### config.mk
export PLATFORM = sky130hd
export DESIGN_NAME = i2c_master_byte_ctrl_block
export DESIGN_NICKNAME = d
export VERILOG_FILES = /design/src/rtl/i2c_ctrl_pkg.sv /design/src/rtl/i2c_edge_decode_block.sv /design/src/rtl/i2c_master_byte_ctrl_block.sv
export SDC_FILE = /design/constraint.sdc
export NUM_CORES = 1
export LEC_CHECK = 0
export BUFFER_PORTS_ARGS = -buffer_cell sky130_fd_sc_hd__buf_4
export CORE_MARGIN = 5
export CORE_UTILIZATION = 25
export CTS_CLUSTER_DIAMETER = 120
export DETAILED_ROUTE_END_ITERATION = 7
export PLACE_DENSITY_LB_ADDON = 0.3
export SLEW_MARGIN = 10
export SYNTH_ARGS = -nofsm -noshare
export SYNTH_HDL_FRONTEND = slang
export SYNTH_SLANG_ARGS = --single-unit
### constraint.sdc
create_clock -name i2c_core_clock_i -period 2.2 [get_ports i2c_core_clock_i]
set_clock_uncertainty 0.1 [all_clocks]
set_input_delay 0.44 -clock i2c_core_clock_i [delete_from_list [all_inputs] [get_ports i2c_core_clock_i]]
set_output_delay 0.44 -clock i2c_core_clock_i [all_outputs]
set_load 0.005 [all_outputs]
### src/rtl/i2c_ctrl_pkg.sv
// Shared definitions for the byte-level I2C master: command codes, FSM state
// encoding and the default lower limit on the prescaler value.
package i2c_ctrl_pkg;

    localparam logic [1:0] CMD_START = 2'd0;
    localparam logic [1:0] CMD_WRITE = 2'd1;
    localparam logic [1:0] CMD_READ  = 2'd2;
    localparam logic [1:0] CMD_STOP  = 2'd3;

    localparam int unsigned PRESCALER_MIN_DEF = 4;

    // WR_ACK, RD_SYNC, RD_ACK and STOP_P are sub-phases of WRITE, READ and STOP.
    typedef enum logic [3:0] {
        ST_IDLE     = 4'd0,
        ST_START_W  = 4'd1,
        ST_HOLD     = 4'd2,
        ST_RSTART_W = 4'd3,
        ST_WR_BIT   = 4'd4,
        ST_WR_ACK   = 4'd5,
        ST_RD_SYNC  = 4'd6,
        ST_RD_BIT   = 4'd7,
        ST_RD_ACK   = 4'd8,
        ST_STOP_W   = 4'd9,
        ST_STOP_P   = 4'd10
    } state_e;

endpackage

### src/rtl/i2c_edge_decode_block.sv
// Decodes the generator edge counter into two single-cycle timing strobes:
// fall_pt_o on the first cycle of SCL low (count == P-1) and mid_hi_o in the
// middle of SCL high (count == P + P/2). Arithmetic is 9 bits wide so large
// prescalers cannot wrap onto a false match.
module i2c_edge_decode_block (
    input  logic [7:0] prescaler_i,
    input  logic [7:0] counter_i,
    output logic       fall_pt_o,
    output logic       mid_hi_o
);

    logic [8:0] fall_cnt;
    logic [8:0] mid_cnt;

    // Compare the counter against the two event points; P=0 yields no events.
    always_comb begin
        fall_cnt  = {1'b0, prescaler_i} - 9'd1;
        mid_cnt   = {1'b0, prescaler_i} + {2'b00, prescaler_i[7:1]};
        fall_pt_o = (prescaler_i != 8'd0) && ({1'b0, counter_i} == fall_cnt);
        mid_hi_o  = (prescaler_i != 8'd0) && ({1'b0, counter_i} == mid_cnt);
    end

endmodule

### src/rtl/i2c_master_byte_ctrl_block.sv
// Byte-level I2C master sequencer. Executes START / WRITE / READ / STOP
// commands against the free-running SCL generator: SDA data changes at the
// FALL_PT strobe, samples and START/STOP edges at the MID_HI strobe. SCL is
// passed to the bus only while the bus is owned (busy_o).
// Command handshake: a command transfers on a cycle where cmd_valid_i and
// cmd_ready_o are both 1; cmd_ready_o depends only on state (IDLE or HOLD).
// Optional macro I2C_MASTER_ARB_LOST_EN adds arbitration-loss detection and
// the sticky arb_lost_o output.
module i2c_master_byte_ctrl_block
    import i2c_ctrl_pkg::*;
#(
    parameter int unsigned PRESCALER_MIN = PRESCALER_MIN_DEF
) (
    input  logic       i2c_core_clock_i,
    input  logic       reset_bit_i,
    input  logic [7:0] prescaler_i,
    input  logic       scl_i,
    input  logic [7:0] counter_detect_edge_i,
    input  logic       cmd_valid_i,
    output logic       cmd_ready_o,
    input  logic [1:0] cmd_i,
    input  logic [7:0] data_i,
    input  logic       ack_send_i,
    output logic [7:0] rd_data_o,
    output logic       ack_rcvd_o,
    output logic       done_o,
    output logic       err_o,
    output logic       busy_o,
    input  logic       sda_i,
    output logic       sda_o,
    output logic       scl_o,
`ifdef I2C_MASTER_ARB_LOST_EN
    output logic       arb_lost_o,
`endif
    output state_e     state_o
);

    state_e     state_q, state_d;
    logic [3:0] bit_cnt_q, bit_cnt_d;
    logic [7:0] data_q, data_d;
    logic       ack_send_q, ack_send_d;
    logic [7:0] shift_q, shift_d;
    logic [7:0] rd_data_q, rd_data_d;
    logic       ack_rcvd_q, ack_rcvd_d;
    logic       done_q, done_d;
    logic       err_q, err_d;
    logic       busy_q, busy_d;
    logic       sda_q, sda_d;
`ifdef I2C_MASTER_ARB_LOST_EN
    logic       arb_lost_q, arb_lost_d;
    logic       arb_chk;
`endif

    logic fall_pt;
    logic mid_hi;
    logic accept;
    logic presc_ok;

    i2c_edge_decode_block u_edge (
        .prescaler_i (prescaler_i),
        .counter_i   (counter_detect_edge_i),
        .fall_pt_o   (fall_pt),
        .mid_hi_o    (mid_hi)
    );

    assign cmd_ready_o = (state_q == ST_IDLE) || (state_q == ST_HOLD);
    assign accept      = cmd_valid_i && cmd_ready_o;
    assign presc_ok    = (32'(prescaler_i) >= PRESCALER_MIN);

    // Next-state and datapath: every bus action waits for its timing strobe.
    always_comb begin
        state_d    = state_q;
        bit_cnt_d  = bit_cnt_q;
        data_d     = data_q;
        ack_send_d = ack_send_q;
        shift_d    = shift_q;
        rd_data_d  = rd_data_q;
        ack_rcvd_d = ack_rcvd_q;
        done_d     = 1'b0;
        err_d      = 1'b0;
        busy_d     = busy_q;
        sda_d      = sda_q;
`ifdef I2C_MASTER_ARB_LOST_EN
        arb_lost_d = arb_lost_q;
        arb_chk    = 1'b0;
`endif
        unique case (state_q)
            ST_IDLE: begin
                if (accept) begin
                    data_d     = data_i;
                    ack_send_d = ack_send_i;
                    if (!presc_ok || cmd_i != CMD_START) begin
                        done_d = 1'b1;
                        err_d  = 1'b1;
                    end else begin
                        state_d = ST_START_W;
`ifdef I2C_MASTER_ARB_LOST_EN
                        arb_lost_d = 1'b0;
`endif
                    end
                end
            end
            ST_START_W: begin
                if (mid_hi) begin
                    sda_d   = 1'b0;
                    busy_d  = 1'b1;
                    done_d  = 1'b1;
                    state_d = ST_HOLD;
                end
            end
            ST_HOLD: begin
                if (accept) begin
                    data_d     = data_i;
                    ack_send_d = ack_send_i;
                    bit_cnt_d  = 4'd0;
                    if (!presc_ok) begin
                        done_d = 1'b1;
                        err_d  = 1'b1;
                    end else begin
                        unique case (cmd_i)
                            CMD_START: begin
                                state_d = ST_RSTART_W;
`ifdef I2C_MASTER_ARB_LOST_EN
                                arb_lost_d = 1'b0;
`endif
                            end
                            CMD_WRITE: state_d = ST_WR_BIT;
                            CMD_READ:  state_d = ST_RD_SYNC;
                            default:   state_d = ST_STOP_W;
                        endcase
                    end
                end
            end
            ST_RSTART_W: begin
                if (fall_pt) begin
                    sda_d   = 1'b1;
                    state_d = ST_START_W;
                end
            end
            ST_WR_BIT: begin
                if (fall_pt) begin
                    if (bit_cnt_q == 4'd8) begin
                        sda_d   = 1'b1;
                        state_d = ST_WR_ACK;
                    end else begin
                        sda_d     = data_q[3'd7 - bit_cnt_q[2:0]];
                        bit_cnt_d = bit_cnt_q + 4'd1;
                    end
                end
            end
            ST_WR_ACK: begin
                if (mid_hi) begin
                    ack_rcvd_d = sda_i;
                    done_d     = 1'b1;
                    state_d    = ST_HOLD;
                end
            end
            ST_RD_SYNC: begin
                if (fall_pt) begin
                    sda_d     = 1'b1;
                    bit_cnt_d = 4'd0;
                    state_d   = ST_RD_BIT;
                end
            end
            ST_RD_BIT: begin
                if (mid_hi && bit_cnt_q != 4'd8) begin
                    shift_d   = {shift_q[6:0], sda_i};
                    bit_cnt_d = bit_cnt_q + 4'd1;
                end else if (fall_pt && bit_cnt_q == 4'd8) begin
                    sda_d   = ack_send_q;
                    state_d = ST_RD_ACK;
                end
            end
            ST_RD_ACK: begin
                if (fall_pt) begin
                    sda_d     = 1'b1;
                    rd_data_d = shift_q;
                    done_d    = 1'b1;
                    state_d   = ST_HOLD;
                end
            end
            ST_STOP_W: begin
                if (fall_pt) begin
                    sda_d   = 1'b0;
                    state_d = ST_STOP_P;
                end
            end
            ST_STOP_P: begin
                if (mid_hi) begin
                    sda_d   = 1'b1;
                    busy_d  = 1'b0;
                    done_d  = 1'b1;
                    state_d = ST_IDLE;
                end
            end
            default: state_d = ST_IDLE;
        endcase
`ifdef I2C_MASTER_ARB_LOST_EN
        // Released SDA seen low at a sample point: another master owns the bus.
        arb_chk = mid_hi && sda_q && !sda_i &&
                  (state_q == ST_START_W || state_q == ST_WR_BIT || state_q == ST_STOP_W);
        if (arb_chk) begin
            sda_d      = 1'b1;
            busy_d     = 1'b0;
            done_d     = 1'b1;
            err_d      = 1'b1;
            arb_lost_d = 1'b1;
            state_d    = ST_IDLE;
        end
`endif
    end

    // State and datapath registers; reset releases SDA and SCL immediately.
    always_ff @(posedge i2c_core_clock_i or negedge reset_bit_i) begin
        if (!reset_bit_i) begin
            state_q    <= ST_IDLE;
            bit_cnt_q  <= 4'd0;
            data_q     <= 8'd0;
            ack_send_q <= 1'b0;
            shift_q    <= 8'd0;
            rd_data_q  <= 8'd0;
            ack_rcvd_q <= 1'b0;
            done_q     <= 1'b0;
            err_q      <= 1'b0;
            busy_q     <= 1'b0;
            sda_q      <= 1'b1;
`ifdef I2C_MASTER_ARB_LOST_EN
            arb_lost_q <= 1'b0;
`endif
        end else begin
            state_q    <= state_d;
            bit_cnt_q  <= bit_cnt_d;
            data_q     <= data_d;
            ack_send_q <= ack_send_d;
            shift_q    <= shift_d;
            rd_data_q  <= rd_data_d;
            ack_rcvd_q <= ack_rcvd_d;
            done_q     <= done_d;
            err_q      <= err_d;
            busy_q     <= busy_d;
            sda_q      <= sda_d;
`ifdef I2C_MASTER_ARB_LOST_EN
            arb_lost_q <= arb_lost_d;
`endif
        end
    end

    assign rd_data_o  = rd_data_q;
    assign ack_rcvd_o = ack_rcvd_q;
    assign done_o     = done_q;
    assign err_o      = err_q;
    assign busy_o     = busy_q;
    assign sda_o      = sda_q;
    assign scl_o      = busy_q ? scl_i : 1'b1;
    assign state_o    = state_q;
`ifdef I2C_MASTER_ARB_LOST_EN
    assign arb_lost_o = arb_lost_q;
`endif

endmodule

==> results.cfg, run 1 <==
[floorplan]
die-area_um2 = 13500
fp-row-count = 38
die_h_um = 116
initial_core_util = 0.258
die_w_um = 116
core_area_um2 = 10900
num_io_pins = 51

[pwr]
pwr-share-seq = 0.259
p_switching_uw = 1260
p_int_uw = 2430
ir_worst_vdd_mv = 0.420
p_comb_frac = 0.520
powerDensity_nw_per_um2 = 853
p_leak_uw = 0.00208
clkPwrFrac = 0.220
switching_share = 0.341
total_power_uw = 3690

[worst_setup_path]
start_kind = input pin
cp-end-kind = flip-flop
ff2ff_path_depth = 8
critical_path_peak_fanout = 4
criticalPathCategory = input pin to flip-flop
reg2reg_slack_ns = 0
reg2reg_to = state_o[3]
rr_startpoint = bit_cnt_q[0]
required_ns = 2.26
worstPathArrival_ns = 2.77

[drt]
ant_nets = 0
first_iter_violations = 105
wl_per_cell_um = 14.2
vias = 2541
via_per_inst = 4.65
post-route-drc-count = 0
routed_wl_mm = 7.78
firstDrtPassIters = 4

[logic_synthesis]
synthMuxAreaShare = 0.144
synth.net_count = 340
postSynth.asyncResetShare = 1.00
ys_warn_count = 0
yosysUniqueCellTypes = 52
synth_top_family_by_area = simple AND/OR/NAND/NOR gates
netlist_instances = 281
yosysSeqAreaShare = 0.338
ys_ff_latch = 38
synth_compound_area_frac = 0.138
synth_edf_count = 0
synthTopCellsByArea = dfrtp_1, ha_1, mux2_2
synthXorXnorAreaFrac = 0.0684
yosysTopAreaCell = dfrtp_1
synthSimpleGateAreaFrac = 0.154
synthFlopType = dfrtp_1
syn_avg_cell_area_um2 = 10.0
synthAdderAreaFrac = 0.123
synth_area_um2 = 2820
netlist.area_leader.share = 0.328

[cts]
clockBufferDepth = 2
cts_htree_levels = 2
cts_tree = yes
root_buffer = clkbuf_16
clk_latency_ns = 0.27
numClockSinks = 38
clkTransAtPathRegs_ns = 0.06
cts_buffers = 5

[grt]
first_global_vias = 2621
grt_pass1_wl_mm = 12.7
antenna_found_initial = 0
grt_overflow_total = 0
grt_max_degree = 39
grt_usage = 0.117

[outcome]
status = finished, violations left
violations = negative setup slack

[finish]
final_util = 0.395
instances_no_fill = 546
syn_to_final_growth_pct = 53.4
layout-drive-gt1-share = 0.495
final_cell_mix = buf_4, dfrtp_1, ha_1
finish.instance_area_um2 = 4320
num-nets-final = 465
diodes = 0
mostFrequentLayoutCell = buf_4

[timing]
clock.fmax_ghz = 0.369
setup_viol = 28
fin_crit_ns = 2.71
finalCritPeriodShare = 1.23
finalHoldViolCount = 0
layout_setup_ws_ns = -0.513
rsz0062_at_grt = yes
max_slew.worst_pin.slew_ns = 0.482
drv_slew = 0
slew_headroom = 0.678

[placed_design]
post-dp-hpwl_mm = 6.23
port_buffers = 50
place_area_um2 = 3930
gp_congestion = 0.849
dpl.cell_count = 533

[hold_path]
hp-class = input pin to asynchronous set/reset pin

[flow_run]
cap_violations = 0
## sequential cells by signal, indices dropped and copies added, names as in the netlist, 4 cells and up
register,count
bit_cnt_q,4
rd_data_o,8
shift_q,8
data_q,8
state_o,4
## worst max-delay path, cell delays in order
cell     delay [ns]
buf_8          0.09
ha_4           0.13
inv_2          0.03
fa_2           0.52
xor2_1         0.13
nand2_1        0.08
nor4_2         0.14
nand3_1        0.12
or3_4          0.44
or3_4          0.34
mux2_4         0.30
## through the flow
step                worst slack [ns]  TNS (ns)  hold slack, ns
CTS                           -0.574    -11.85          0.0449
finish                        -0.513    -11.86          0.0218
floorplan                     -0.727    -12.91          0.0444
global route                  -0.605    -14.64          0.0721
detailed placement             -1.00    -23.32           0.339
global placement              -0.961    -22.58           0.338
## worst max-delay path by stage
stage	startpoint	endpoint	slack (ns)	depth (start not counted)
final	prescaler_i[1]	ack_rcvd_o	-0.51	11
after global placement	prescaler_i[1]	ack_rcvd_o	-0.96	11
after floorplan	prescaler_i[0]	ack_rcvd_o	-0.73	10
after global routing	prescaler_i[1]	ack_rcvd_o	-0.60	11
after detailed placement	prescaler_i[1]	state_o[1]	-1.00	12
after CTS	prescaler_i[1]	ack_rcvd_o	-0.57	11
## cell type report
cell class	instances	area, µm²
fill	1107	6610
multi-input combinational	216	1970
timing repair buffer	124	973
sequential	38	952
tap	140	175
clock buffer	6	139
inverter	21	85.1
clock inverter	1	30.0
## synth_stat cells, types with 3 or more instances
cell type	number
nand2_1	19
dfrtp_1	37
nor2_1	12
mux2i_1	3
o22ai_1	6
o211a_1	3
xnor2_1	12
nand2b_1	6
nor3_1	9
or3_1	7
nand3b_1	4
o21ai_0	12
nor4_1	3
and3_1	4
ha_1	26
clkbuf_1	6
inv_1	21
xor2_1	10
mux2_2	28
nand3_1	5
a21oi_1	9
## layer usage
metal | vias to the layer above | global-route usage | wire length, µm
met5 | - | 0 | 0
met4 | 0 | 0.0217 | 64
met3 | 6 | 0.0259 | 330
met2 | 40 | 0.209 | 4050
met1 | 1244 | 0.145 | 3330
li1 | 1251 | - | -
## cells by family (layout without fill, tap and decap cells)
| family | count (synthesis) | count (layout) |
|---|---|---|
| and+or+nand+nor | 80 | 80 |
| AOI/OAI and AO/OA | 53 | 53 |
| DFF | 38 | 38 |
| muxes | 34 | 34 |
| adders and majority gates | 27 | 27 |
| buffers and inverters | 27 | 152 |
| xor gates and xnor gates | 22 | 22 |
## power groups by stage
| stage | logic, µW | registers [µW] | clock network [µW] |
|---|---|---|---|
| floorplan | 994 | 957 | 0 |
| global placement | 1710 | 961 | 0 |
| detailed placement | 1730 | 971 | 0 |
| CTS | 1860 | 958 | 833 |
| global route | 2100 | 974 | 859 |
| finish | 1920 | 957 | 813 |
## what timing repair did
action | 4_1_cts | 5_1_grt
hold buffers | 0 | 0
setup endpoints to repair | 28 | 28
pin swaps | 6 | 7
gates resized for setup | 29 | 12
setup buffers | 2 | 3
cloned | 1 | 0
Power figures use the tool's default switching activity.
==> inputs of run 2 (changes only) <==
--- a/config.mk
+++ b/config.mk
@@ -8,10 +8,10 @@
 export BUFFER_PORTS_ARGS = -buffer_cell sky130_fd_sc_hd__buf_4
 export CORE_MARGIN = 5
 export CORE_UTILIZATION = 25
+export CTS_BUF_LIST = sky130_fd_sc_hd__clkbuf_16
 export CTS_CLUSTER_DIAMETER = 120
 export DETAILED_ROUTE_END_ITERATION = 7
 export PLACE_DENSITY_LB_ADDON = 0.3
-export SLEW_MARGIN = 10
 export SYNTH_ARGS = -nofsm -noshare
 export SYNTH_HDL_FRONTEND = slang
 export SYNTH_SLANG_ARGS = --single-unit
==> results.cfg, run 2 (synthesis gave the netlist of run 1 again) <==
[outcome]
status = finished, violations left
violations = negative setup slack

[timing]
max_slew.worst_pin.slew_ns = 0.477
clock.fmax_ghz = 0.369
rsz0062_at_grt = yes
finalCritPeriodShare = 1.23
finalHoldViolCount = 0
finalSetupTns_ns = -11.88
slew_headroom = 0.682
drv_slew = 0
layout_setup_ws_ns = -0.513
setup_viol = 28
hold_slack_ns = 0.0195
fin_crit_ns = 2.71

[worst_setup_path]
start_kind = input pin
slowest_delay_ns = 0.58
worstPathArrival_ns = 2.77
cp_cell_sequence = buf_8 > clkinvlp_4 > fa_2 > xor2_1 > nand2_1 > nor4_2 > nand3_1 > or3_4 > or3_4 > mux2_4
criticalPathCategory = input pin to flip-flop
crit_top_cell = or3_4
required_ns = 2.26
critical_path_peak_fanout = 4
timing.critical_path.slowest_stage_cell = fa_2
worst-path-buf-inv = 2
cp-end-kind = flip-flop
cp_top_family = simple AND/OR/NAND/NOR gates
reg2reg_slack_ns = 0

[cts]
numClockSinks = 38
cts_tree = yes
clockBufferDepth = 2
root_buffer = clkbuf_16
cts_buffers = 5
ctsHoldBuffers = 0
clk_latency_ns = 0.27
cts_htree_levels = 2
clkTransAtPathRegs_ns = 0.06

[pwr]
p_leak_uw = 0.00207
ir_worst_vdd_mv = 0.421
switching_share = 0.344
powerDensity_nw_per_um2 = 847
p_int_uw = 2400
clkPwrFrac = 0.213
total_power_uw = 3650
p_comb_frac = 0.525
p_switching_uw = 1260
pwr-share-seq = 0.262

[finish]
syn_to_final_growth_pct = 53.0
instances_no_fill = 546
num-nets-final = 465
seqCellArea_um2 = 952
multiInputGateArea_um2 = 1970
final_cell_mix = buf_4, dfrtp_1, ha_1
layout-drive-gt1-share = 0.493
nFillCells = 1108
diodes = 0
mostFrequentLayoutCell = buf_4
finish.instance_area_um2 = 4310

[drt]
routed_wl_mm = 7.78
vias = 2555
via_per_inst = 4.68
first_iter_violations = 110
ant_nets = 0
post-route-drc-count = 0
wl_per_cell_um = 14.2
firstDrtPassIters = 4

[floorplan]
num_io_pins = 51
core_area_um2 = 10900
fp-row-count = 38
die_h_um = 116
die-area_um2 = 13500
initial_core_util = 0.258
die_w_um = 116

[placed_design]
post-dp-hpwl_mm = 6.23
gp_congestion = 0.849
dpl.cell_count = 533
place_area_um2 = 3930
port_buffers = 50

[grt]
grt_overflow_total = 0
first_global_vias = 2627
grt_pass1_wl_mm = 12.7
antenna_found_initial = 0
grt_usage = 0.117
grt_max_degree = 39

[hold_path]
hp-class = input pin to asynchronous set/reset pin

[flow_run]
cap_violations = 0
-- run 2: through the flow --
stage / util / setup WS [ns]
2_1_floorplan: - / -0.727
3_3_place_gp: 0.359 / -0.961
3_5_place_dp: 0.359 / -1.00
4_1_cts: 0.388 / -0.574
5_1_grt: 0.395 / -0.605
6_report: 0.395 / -0.513
-- run 2: worst paths after layout --
check | from | endpoint | cells past startpoint
setup / recovery | prescaler_i[1] | ack_rcvd_o | 10
hold / removal | reset_bit_i | rd_data_o[0] | 1
setup reg to reg | bit_cnt_q[0] | state_o[3] | 8
hold reg to reg | ack_send_q | ack_send_q | 1
max in group asynchronous | reset_bit_i | sda_o | 1
min in group i2c_core_clock_i | data_i[6] | data_q[6] | 2
-- run 2: power groups by stage --
| stage | clock [µW] | combinational (µW) | sequential [µW] |
|---|---|---|---|
| after floorplan | 0 | 994 | 957 |
| after global placement | 0 | 1710 | 961 |
| after detailed placement | 0 | 1730 | 971 |
| after CTS | 794 | 1860 | 958 |
| after global routing | 825 | 2110 | 974 |
| final | 777 | 1920 | 957 |
-- run 2: layer usage --
layer | vias to the layer above | wire length [µm] | GRT usage | part of all wire
li1 | 1251 | - | - | -
met3 | 6 | 340 | 0.0259 | 0.044
met5 | - | 0 | 0 | 0
met4 | 0 | 64 | 0.0217 | 0.0082
met2 | 47 | 4040 | 0.210 | 0.52
met1 | 1251 | 3330 | 0.145 | 0.43
-- run 2: area by class of cell --
cell class | count | area share
inverter | 21 | 0.0197
timing repair buffer | 124 | 0.226
clock buffer | 5 | 0.0290
multi-input combinational | 216 | 0.456
clock inverter | 2 | 0.00783
sequential | 38 | 0.221
tap | 140 | 0.0406
-- run 2: what timing repair did --
action                                  4_1_cts  5_1_grt
endpoints found under the setup margin       28       28
buffers inserted                              2        3
gates resized for setup                      29       12
pin swaps                                     6        7
gates cloned                                  1        0
